$ cat config.mk
export PLATFORM = sky130hd
export DESIGN_NAME = montgomery_reduce_pipe_flat
export DESIGN_NICKNAME = d
export VERILOG_FILES = /design/src/rtl/montgomery_reduce_pipe_if.sv /design/src/rtl/montgomery_reduce_pipe.sv /design/src/flat_wrapper.sv
export SDC_FILE = /design/constraint.sdc
export NUM_CORES = 1
export LEC_CHECK = 0
export BUFFER_PORTS_ARGS = -buffer_cell sky130_fd_sc_hd__buf_4
export CAP_MARGIN = 10
export CORE_ASPECT_RATIO = 0.7
export CORE_MARGIN = 2
export CORE_UTILIZATION = 53
export DETAILED_ROUTE_END_ITERATION = 7
export PLACE_DENSITY = 0.71
export RECOVER_POWER = 50
export SYNTH_ARGS = -nofsm -noshare
export SYNTH_HDL_FRONTEND = slang
export SYNTH_SLANG_ARGS = --single-unit
$ cat constraint.sdc
create_clock -name clk -period 6.4 [get_ports clk]
set_clock_uncertainty 0.05 [all_clocks]
set_input_delay 0.64 -clock clk [delete_from_list [all_inputs] [get_ports clk]]
set_output_delay 0.64 -clock clk [all_outputs]
set_load 0.02 [all_outputs]
$ cat src/rtl/montgomery_reduce_pipe_if.sv
// Stream bundle for the Montgomery reduction pipe: input beat side and
// output beat side, sharing one valid/ready pair in each direction.
interface montgomery_reduce_pipe_if #(
    parameter int WID   = 16,
    parameter int LANES = 2
);
    logic                      in_valid;
    logic                      in_ready;
    logic [LANES*2*WID-1:0]    in_a;
    logic                      in_canon;
    logic                      out_valid;
    logic                      out_ready;
    logic [LANES*WID-1:0]      out_r;

    // Producer/consumer view (drives beats in, accepts results)
    modport master (
        output in_valid, in_a, in_canon, out_ready,
        input  in_ready, out_valid, out_r
    );

    // Reduction pipe view
    modport slave (
        input  in_valid, in_a, in_canon, out_ready,
        output in_ready, out_valid, out_r
    );
endinterface

$ cat src/rtl/montgomery_reduce_pipe.sv
// Multi-lane, 3-stage signed Montgomery reduction: r = a * 2^-WID mod Q.
// All stages advance together on a single global enable; the canonical
// correction is applied combinationally on the last stage.
module montgomery_reduce_pipe #(
    parameter int WID   = 16,
    parameter int Q     = 3329,
    parameter int QINV  = 62209,
    parameter int LANES = 2
) (
    input logic                     clk,
    input logic                     rst,
    montgomery_reduce_pipe_if.slave bus
);
    localparam logic        [WID-1:0] QINV_W = WID'(QINV);
    localparam logic signed [2*WID:0] Q_U    = (2*WID+1)'(Q);
    localparam logic signed [WID-1:0] Q_R    = WID'(Q);

    logic advance;

    logic s1_valid, s2_valid, s3_valid;
    logic s1_canon, s2_canon, s3_canon;

    logic signed [2*WID-1:0] s1_a [LANES];
    logic signed [2*WID-1:0] s2_a [LANES];
    logic signed [WID-1:0]   s2_t [LANES];
    logic signed [WID-1:0]   s3_r [LANES];

    logic signed [WID-1:0]   t    [LANES];
    logic signed [2*WID:0]   u    [LANES];
    logic signed [WID-1:0]   r    [LANES];

    // A held output beat freezes every stage, bubbles included
    assign advance       = !(s3_valid && !bus.out_ready);
    assign bus.in_ready  = advance;
    assign bus.out_valid = s3_valid;

    // Per-lane arithmetic between stages: t from S1, u and r from S2
    always_comb begin
        for (int unsigned i = 0; i < LANES; i++) begin
            t[i] = s1_a[i][WID-1:0] * QINV_W;
            u[i] = $signed({s2_a[i][2*WID-1], s2_a[i]})
                 - $signed({{(WID+1){s2_t[i][WID-1]}}, s2_t[i]}) * Q_U;
            r[i] = WID'(u[i] >>> WID);
        end
    end

    // Pipeline registers, cleared asynchronously
    always_ff @(posedge clk or posedge rst) begin
        if (rst) begin
            s1_valid <= 1'b0;
            s2_valid <= 1'b0;
            s3_valid <= 1'b0;
            s1_canon <= 1'b0;
            s2_canon <= 1'b0;
            s3_canon <= 1'b0;
            for (int unsigned i = 0; i < LANES; i++) begin
                s1_a[i] <= '0;
                s2_a[i] <= '0;
                s2_t[i] <= '0;
                s3_r[i] <= '0;
            end
        end else if (advance) begin
            s1_valid <= bus.in_valid;
            s2_valid <= s1_valid;
            s3_valid <= s2_valid;
            s1_canon <= bus.in_canon;
            s2_canon <= s1_canon;
            s3_canon <= s2_canon;
            for (int unsigned i = 0; i < LANES; i++) begin
                s1_a[i] <= bus.in_a[i*2*WID +: 2*WID];
                s2_a[i] <= s1_a[i];
                s2_t[i] <= t[i];
                s3_r[i] <= r[i];
            end
        end
    end

    // Canonical-mode correction folds negative centred results into [0, Q)
    always_comb begin
        bus.out_r = '0;
        for (int unsigned i = 0; i < LANES; i++) begin
            if (s3_canon && (s3_r[i] < 0)) begin
                bus.out_r[i*WID +: WID] = s3_r[i] + Q_R;
            end else begin
                bus.out_r[i*WID +: WID] = s3_r[i];
            end
        end
    end
endmodule

$ cat src/flat_wrapper.sv
// flat-port wrapper written by rule: the top's interface ports become plain ports
module montgomery_reduce_pipe_flat 
#(
    parameter int WID   = 16,
    parameter int Q     = 3329,
    parameter int QINV  = 62209,
    parameter int LANES = 2
)
  (clk, rst, bus_in_valid, bus_in_a, bus_in_canon, bus_out_ready, bus_in_ready, bus_out_valid, bus_out_r);
  montgomery_reduce_pipe_if #(.WID(WID), .LANES(LANES)) bus_i ();
  input logic clk;
  input logic rst;
  input wire logic [$bits(bus_i.in_valid)-1:0] bus_in_valid;
  input wire logic [$bits(bus_i.in_a)-1:0] bus_in_a;
  input wire logic [$bits(bus_i.in_canon)-1:0] bus_in_canon;
  input wire logic [$bits(bus_i.out_ready)-1:0] bus_out_ready;
  output wire logic [$bits(bus_i.in_ready)-1:0] bus_in_ready;
  output wire logic [$bits(bus_i.out_valid)-1:0] bus_out_valid;
  output wire logic [$bits(bus_i.out_r)-1:0] bus_out_r;
  assign bus_i.in_valid = bus_in_valid;
  assign bus_i.in_a = bus_in_a;
  assign bus_i.in_canon = bus_in_canon;
  assign bus_i.out_ready = bus_out_ready;
  assign bus_in_ready = bus_i.in_ready;
  assign bus_out_valid = bus_i.out_valid;
  assign bus_out_r = bus_i.out_r;
  montgomery_reduce_pipe #(.WID(WID), .Q(Q), .QINV(QINV), .LANES(LANES)) u_core (.clk(clk), .rst(rst), .bus(bus_i));
endmodule
==> impl_metrics.yaml, run 1 <==
die:
  die_area_mm2: 0.0316
  ios: 103
  start_util: 0.536
  dieWidth_um: 212
  rows: 53
  die_h_um: 149
  coreArea_mm2: 0.0298
detailed_routing:
  num_vias: 11100
  wl_per_cell_um: 14.5
  via_per_inst: 4.98
  drtIter0Drc: 583
  dr.pass1.iters: 5
  drc_errors: 0
  routed_wl_um: 32500
  ant_nets: 0
sta:
  rsz0062_at_grt: "no"
  slew_violations: 181
  max_freq_mhz: 176
  setup_viol: 0
  setup_tns_ps: 0
  finalHoldViolCount: 0
  period_share: 0.887
  slew_headroom: -2.14
  fin_crit_ps: 5670
  tightest_slew_ps: 4710
finish:
  n_antenna_cell: 0
  finalInstanceArea_mm2: 0.0177
  fin_util: 0.592
  drive_gt1_frac: 0.0815
  fillCellCount: 2567
  finalNetCount: 2321
  areaGrowthSynthToFinish_pct: 10.5
  final_cells: 2237
setup_path:
  crit_family: "adder cells"
  cp_common_cell: "ha_1"
  cp_max_fo: 9
  path_cells: "ha_1 > ha_1 > inv_1 > fa_1 > fa_1 > inv_1 > ha_1 > fa_1 > inv_1 > ha_1 > a211oi_1 > o221ai_1 > a41oi_2 > a21oi_2 > o221a_4 > o41ai_4 > o2111ai_1 > xnor2_1 > o21ai_1"
  slowest_stage: "fa_1"
  path_buf_inv: 3
  startpoint: "u_core.s2_t[19]"
  regToRegStartpoint: "u_core.s2_t[19]"
  required_ps: 6580
  setup.worst_path.class: "flop to flop"
  endpoint_kind: "flop"
  cp_data_arrival_time_ps: 5850
  critPathLaunchType: "flop"
  slowest_delay_ps: 540
grt:
  antenna_found_initial: 0
  grt_pass1_wl_um: 55200
  overflow: 0
  grt_usage: 0.220
  grt_pass1_vias: 11200
  grt_max_degree: 123
run_status:
  violations: "capacitance limit, slew limit"
  outcome: "finished, violations left"
logic_synthesis:
  synth_edf_count: 0
  yosysTopAreaCell: "dfrtp_1"
  synth_area_mm2: 0.0160
  synth_seq_cells: 182
  post_synth.cell_area_avg_um2: 9.11
  synth_ff_type: "dfrtp_1"
  ys_seq_area_frac: 0.285
  synthDominantCellAreaShare: 0.285
  ys_warn_count: 0
  syn_inst: 1755
  yosys-top-cells-count: "373 x inv_1, 353 x nand2_1, 300 x ha_1"
  async_flop_share: 1.00
  synth_cell_types: 47
  synth_most_common_cell: "inv_1"
  synth_area_leaders: "dfrtp_1 28%, ha_1 23%, fa_1 14%"
  synth_fp_nets: 2237
clocking:
  clockRootBuffer: "clkbuf_16"
  cts_resized: 0
  clockBufferDepth: 2
  cts_buffers: 17
  cts_setup_buffers: 0
  cts_tree: "built"
  holdBufCountCts: 0
  insertion_delay_ps: 440
  path_clk_slew_ps: 70
  h-tree-depth: 4
  cts_sinks: 182
place:
  place_area_mm2: 0.0171
  dp_hpwl_um: 25500
  portBuffers: 102
  gp_congestion: 0.857
  dpl.cell_count: 2205
hold_path:
  worstHoldStart: "bus_in_a[21]"
  hold_path.class: "input port to flop"
flow_run:
  cap_violations: 2
==> through the flow <==
step                      setup WS, ps  hold WS, ps
after floorplan                    766          380
after global placement             981          401
after detailed placement           822          405
after CTS                          808          323
after global routing               274          328
final                              725          338
==> cell usage in the layout, fill, tap and decap left out, types with 43 or more instances in the layout <==
cell,netlist,layout
fa_1,113,113
dfrtp_1,182,182
ha_1,300,300
nand2_1,353,353
nor2_1,46,46
buf_4,0,104
inv_1,373,373
a21oi_1,43,43
o21ai_0,88,88
xnor2_1,62,62
==> area by class of cell <==
cell class	instances	area [µm²]	area share
Inverter	374	1410	0.0797
Tap cell	385	482	0.0273
Clock inverter	12	105	0.00595
Timing Repair Buffer	108	803	0.0455
Sequential cell	182	4550	0.258
Clock buffer	20	447	0.0253
Multi-Input combinational cell	1156	9870	0.559
==> metal layers <==
layer	up-vias	wire length [µm]	GRT usage
met5	-	0	0
met4	0	318	0.0405
met3	31	1180	0.0331
met2	198	13700	0.336
met1	5269	17300	0.336
li1	5634	-	-
==> worst min-delay path, stage by stage <==
cell     delay [ps]
buf_4            80
nand2_1          40
nand2_1          50
==> kinds of logic (layout without fill, tap and decap cells) <==
group | after synthesis | count (layout) | share of synthesized area
DFF | 182 | 182 | 0.285
AOI/OAI and AO/OA | 187 | 187 | 0.0708
buffers and inverters | 417 | 514 | 0.0979
xor gates and xnor gates | 101 | 101 | 0.0553
and+or+nand+nor | 453 | 453 | 0.114
muxes | 2 | 2 | 0.00141
adders and majority gates | 413 | 413 | 0.376
==> registers in the layout (all words and copies together), names as in the netlist <==
register	flops
u_core.s3_canon	1
u_core.s2_canon	1
u_core.bus.out_valid	1
u_core.s1_valid	1
u_core.s2_t	32
u_core.s2_a	48
u_core.s2_valid	1
u_core.s1_canon	1
u_core.s1_a	64
u_core.s3_r	32
==> final timing paths <==
check / to / slack (ps) / cells after the start
max reg2reg: u_core.s3_r[31] / 730 / 19
min reg2reg: u_core.bus.out_valid / 410 / 1
max in group asynchronous: u_core.s3_r[20] / 1410 / 3
min: u_core.s1_a[53] / 340 / 3
max: u_core.s3_r[31] / 730 / 19
min in group asynchronous: u_core.s1_a[45] / 1960 / 2
Power of run 1 is not shown: default switching activity piles up to over one toggle a cycle in this logic, so the estimate is an artifact.
==> run 2, diff against run 1 <==
- clock period: 6.4 -> 5.46 ns (I/O delays scaled with it)
==> run 2 against run 1 <==
The flow still finishes with violations (capacitance limit, slew limit). Global-route usage is essentially flat. Sequential cell count is the same. Setup slack lost 600 ps. Via count grew 0.75%. Non-clock buffer count grew 16. Maximum frequency grew 6.4%. Routed wire length grew 1.6%. Largest cell class unchanged.
==> impl_metrics.yaml, run 2 (synthesis gave the netlist of run 1 again) <==
die:
  ios: 103
  dieWidth_um: 212
  die_area_mm2: 0.0316
  coreArea_mm2: 0.0298
  rows: 53
  start_util: 0.536
  die_h_um: 149
setup_path:
  rr_worst_depth: 20
  slowest_delay_ps: 550
  cp_max_fo: 4
  critPathLaunchType: "flop"
  crit_family: "adder cells"
  cp_common_cell: "ha_1"
  r2r_end: "u_core.s3_r[31]"
  slowest_stage: "fa_1"
  path_buf_inv: 4
  r2r_setup_slack_ps: 130
  regToRegStartpoint: "u_core.s2_t[22]"
  setup.worst_path.class: "flop to flop"
  path_cells: "buf_4 > ha_1 > ha_1 > inv_1 > fa_1 > inv_1 > fa_1 > ha_1 > fa_1 > inv_1 > ha_1 > o21a_1 > o2111a_1 > nand3_1 > a21oi_2 > o221a_4 > o41ai_4 > o2111ai_1 > xnor2_1 > o21ai_1"
  endpoint_kind: "flop"
  cp_data_arrival_time_ps: 5600
  required_ps: 5730
detailed_routing:
  ant_nets: 0
  num_vias: 11200
  dr.pass1.iters: 5
  via_per_inst: 4.98
  drtIter0Drc: 469
  routed_wl_um: 33000
  wl_per_cell_um: 14.7
  drc_errors: 0
hold_path:
  hold_path.class: "input port to flop"
  min_path_cells: 3
  worstHoldStart: "bus_in_a[17]"
  min_to: "u_core.s1_a[49]"
finish:
  register_area_mm2: 0.00456
  multi_input_area_mm2: 0.00998
  drive_gt1_frac: 0.101
  finalNetCount: 2337
  regMostFlops: "u_core.s1_a"
  top_regs: "u_core.s1_a x64, u_core.s2_a x48"
  fillCellCount: 2585
  largest_reg_flops: 64
  layout_common_cells: "372 x inv_1, 353 x nand2_1, 295 x ha_1, 178 x dfrtp_1, 120 x buf_4"
  fin_util: 0.601
  areaGrowthSynthToFinish_pct: 12.1
  mostFrequentLayoutCell: "inv_1"
  n_antenna_cell: 0
sta:
  slew_violations: 297
  setup_tns_ps: 0
  max_freq_mhz: 187
  slew_headroom: -1.71
  period_share: 0.977
  setup_viol: 0
  fin_crit_ps: 5330
  tightest_slew_ps: 4070
  finalHoldViolCount: 0
clocking:
  clockBufferDepth: 2
  path_clk_slew_ps: 70
  insertion_delay_ps: 450
  cts_sinks: 182
  cts_tree: "built"
  h-tree-depth: 4
  cts_buffers: 17
  clockRootBuffer: "clkbuf_16"
  holdBufCountCts: 0
grt:
  grt_pass1_vias: 11200
  grt_pass1_wl_um: 55300
  grt_usage: 0.220
  antenna_found_initial: 0
  overflow: 0
  grt_max_degree: 183
place:
  dp_hpwl_um: 26000
  portBuffers: 102
  gp_congestion: 0.871
run_status:
  outcome: "finished, violations left"
  violations: "capacitance limit, slew limit"
flow_run:
  cap_violations: 2
==> run 2: worst register-to-register path: stages (launching register included) <==
cell and delay, ps:
dfrtp_2 430, buf_4 150, ha_1 270, ha_1 270, inv_1 40, fa_1 470
inv_1 50, fa_1 430, ha_1 320, fa_1 550, inv_1 80, ha_1 340
o21a_1 210, o2111a_1 260, nand3_1 110, a21oi_2 50, o221a_4 270, o41ai_4 400
o2111ai_1 220, xnor2_1 170, o21ai_1 70
==> run 2: final cells by class <==
class,count,share of cell area
multi-input cells,1156,0.557
flip-flops and latches,182,0.254
inverters,374,0.0784
repair buffers,124,0.0518
well taps,385,0.0269
clock buffers,19,0.0253
clock inverters,13,0.00677
==> run 2: timing repair <==
item                       4_1_cts  5_1_grt
setup endpoints to repair        0       13
gates resized for setup          0       22
setup buffers                    0        6
==> run 2: worst max path at each step <==
stage / endpoint / startpoint / slack (ps) / cells after the start
finish: u_core.s3_r[31] / u_core.s2_t[22] / 130 / 20
global route: u_core.s3_r[29] / u_core.s2_t[22] / -60 / 20
CTS: u_core.s3_r[31] / u_core.s2_t[21] / 30 / 19
detailed placement: u_core.s3_r[15] / u_core.s2_t[2] / 40 / 19
global placement: u_core.s3_r[15] / u_core.s2_t[2] / 220 / 19
floorplan: u_core.s3_r[31] / u_core.s2_t[19] / 350 / 19
==> run 2: per-layer routing <==
layer / vias up / global-route usage / share of wire
li1: 5653 / - / -
met1: 5355 / 0.337 / 0.53
met2: 189 / 0.332 / 0.43
met3: 19 / 0.0326 / 0.036
met4: 0 / 0.0461 / 0.0083
met5: - / 0 / 0
==> run 2: per-stage QoR <==
stage                     cell area (µm²)  std cells  hold slack (ps)  worst slack (ps)
after floorplan                     16000       1755              380               353
after global placement              17200       2215              401               217
after detailed placement            17200       2215              404              44.5
after CTS                           17800       2247              220              34.7
after global routing                17900       2253              234             -60.0
final                               17900       2253              236               126
Power of run 2 is left out for the same reason.
==> run 3, diff against run 2 <==
==> constraint.sdc (replaced) <==
create_clock -name clk -period 5.46 [get_ports clk]
set_clock_uncertainty 0.05 [all_clocks]
set_input_delay 1.365 -clock clk [delete_from_list [all_inputs] [get_ports clk]]
set_output_delay 1.365 -clock clk [all_outputs]
set_load 0.02 [all_outputs]
==> run 3 against run 2 <==
The flow still finishes with violations (capacitance limit, slew limit). Count of clock-buffer cells in the layout grew 1. Non-clock buffer count grew 4. Global-route usage grew 0.33 points. Sequential share of layout area is essentially flat. Critical path depth is the same. First-iteration DRC count grew 53%. Register-to-register slack gained 20 ps. Via count is essentially flat. Die area is the same. Sequential cell count is the same. Design area grew 0.15%. Core utilization grew 0.088 points. Critical endpoint unchanged. Highest routed layer unchanged.
==> impl_metrics.yaml, run 3 (synthesis gave the netlist of run 1 again) <==
place:
  dp_hpwl_um: 26100
  gp_congestion: 0.887
  portBuffers: 102
die:
  die_h_um: 149
  dieWidth_um: 212
  start_util: 0.536
  coreArea_mm2: 0.0298
  rows: 53
  die_area_mm2: 0.0316
  ios: 103
detailed_routing:
  via_per_inst: 4.96
  num_vias: 11200
  routed_wl_um: 33200
  drc_errors: 0
  drtIter0Drc: 719
  wl_per_cell_um: 14.7
  ant_nets: 0
  dr.pass1.iters: 5
clocking:
  cts_buffers: 17
  clockRootBuffer: "clkbuf_16"
  h-tree-depth: 4
  path_clk_slew_ps: 70
  insertion_delay_ps: 460
  cts_sinks: 182
  cts_tree: "built"
  holdBufCountCts: 0
  clockBufferDepth: 2
run_status:
  violations: "capacitance limit, slew limit"
  outcome: "finished, violations left"
setup_path:
  slowest_delay_ps: 550
  cp_data_arrival_time_ps: 5590
  endpoint_kind: "flop"
  path_buf_inv: 4
  critPathLaunchType: "flop"
  crit_family: "adder cells"
  setup.worst_path.class: "flop to flop"
  regToRegStartpoint: "u_core.s2_t[21]"
  startpoint: "u_core.s2_t[21]"
  required_ps: 5740
  path_cells: "ha_1 > ha_1 > inv_1 > fa_1 > fa_1 > inv_1 > ha_4 > fa_1 > inv_1 > ha_1 > a211oi_2 > o221ai_1 > a41oi_2 > a21oi_2 > o221a_4 > o41ai_4 > buf_4 > o2111ai_2 > xnor2_1 > o21ai_1"
  slowest_stage: "fa_1"
  cp_max_fo: 4
sta:
  tightest_slew_ps: 2570
  max_freq_mhz: 188
  fin_crit_ps: 5310
  slew_violations: 183
  setup_viol: 0
  finalHoldViolCount: 0
  period_share: 0.973
  slew_headroom: -0.713
finish:
  n_antenna_cell: 0
  areaGrowthSynthToFinish_pct: 12.3
  layout_common_cells: "372 x inv_1, 353 x nand2_1, 295 x ha_1, 179 x dfrtp_1, 125 x buf_4"
  regMostFlops: "u_core.s1_a"
  fin_util: 0.602
  finalNetCount: 2341
  drive_gt1_frac: 0.103
  mostFrequentLayoutCell: "inv_1"
  largest_reg_flops: 64
  top_regs: "u_core.s1_a x64, u_core.s2_a x48"
flow_run:
  cap_violations: 1
grt:
  grt_max_degree: 183
  grt_pass1_vias: 11400
  antenna_found_initial: 0
  grt_usage: 0.224
  grt_pass1_wl_um: 55700
  overflow: 0
hold_path:
  hold_path.class: "flop to flop"
  worstHoldStart: "u_core.s2_valid"
## run 3: cell types whose count changed in the layout (fill, tap and decap cells not counted), moves of 2 or more
| cell | previous run | this run |
|---|---|---|
| buf_4 | 120 | 125 |
| clkbuf_4 | 1 | 3 |
| clkinv_2 | 3 | 5 |
| inv_6 | 4 | 0 |
## run 3: area by class of cell
type                            count  area [µm²]
Sequential cell                   182        4560
Clock buffer                       20         457
Fill cell                        2601       11900
Tap cell                          385         482
Multi-Input combinational cell   1156        9980
Inverter                          374        1410
Timing Repair Buffer              128         961
Clock inverter                     12         105
## run 3: final timing paths
check	end	slack [ps]	depth (start not counted)
setup / recovery	u_core.s3_r[31]	150	20
hold / removal	u_core.bus.out_valid	410	1
setup reg to reg	u_core.s3_r[31]	150	20
hold reg to reg	u_core.bus.out_valid	410	1
max in group asynchronous	u_core.s2_t[2]	1750	3
min in group asynchronous	u_core.s1_a[35]	1700	3
## run 3: per-stage QoR
step	worst slack, ps	area (µm²)	hold slack [ps]	TNS (ps)	std cells
after floorplan	353	16000	380	0	1755
after global placement	205	17200	399	0	2216
after detailed placement	65.1	17200	402	0	2216
after CTS	28.5	17800	417	0	2248
after global routing	-55.1	18000	440	-143	2257
final	146	18000	411	0	2257
## run 3: repair_timing
action | CTS | global route
gates resized for setup | 0 | 19
setup buffers | 0 | 9
setup endpoints to repair | 0 | 11
## run 3: layer usage
layer	GRT usage	wire, µm
met1	0.336	17500
met3	0.0448	1290
met4	0.0458	295
met2	0.335	14200
met5	0	0
## run 3: worst register-to-register path, cell delays in order, from the launching register on
cell and delay (ps):
dfrtp_1 410, ha_1 290, ha_1 270, inv_1 50, fa_1 470, fa_1 550
inv_1 70, ha_4 240, fa_1 530, inv_1 50, ha_1 330, a211oi_2 230
o221ai_1 170, a41oi_2 290, a21oi_2 110, o221a_4 250, o41ai_4 270, buf_4 190
o2111ai_2 140, xnor2_1 170, o21ai_1 70
Power of run 3 is left out for the same reason.
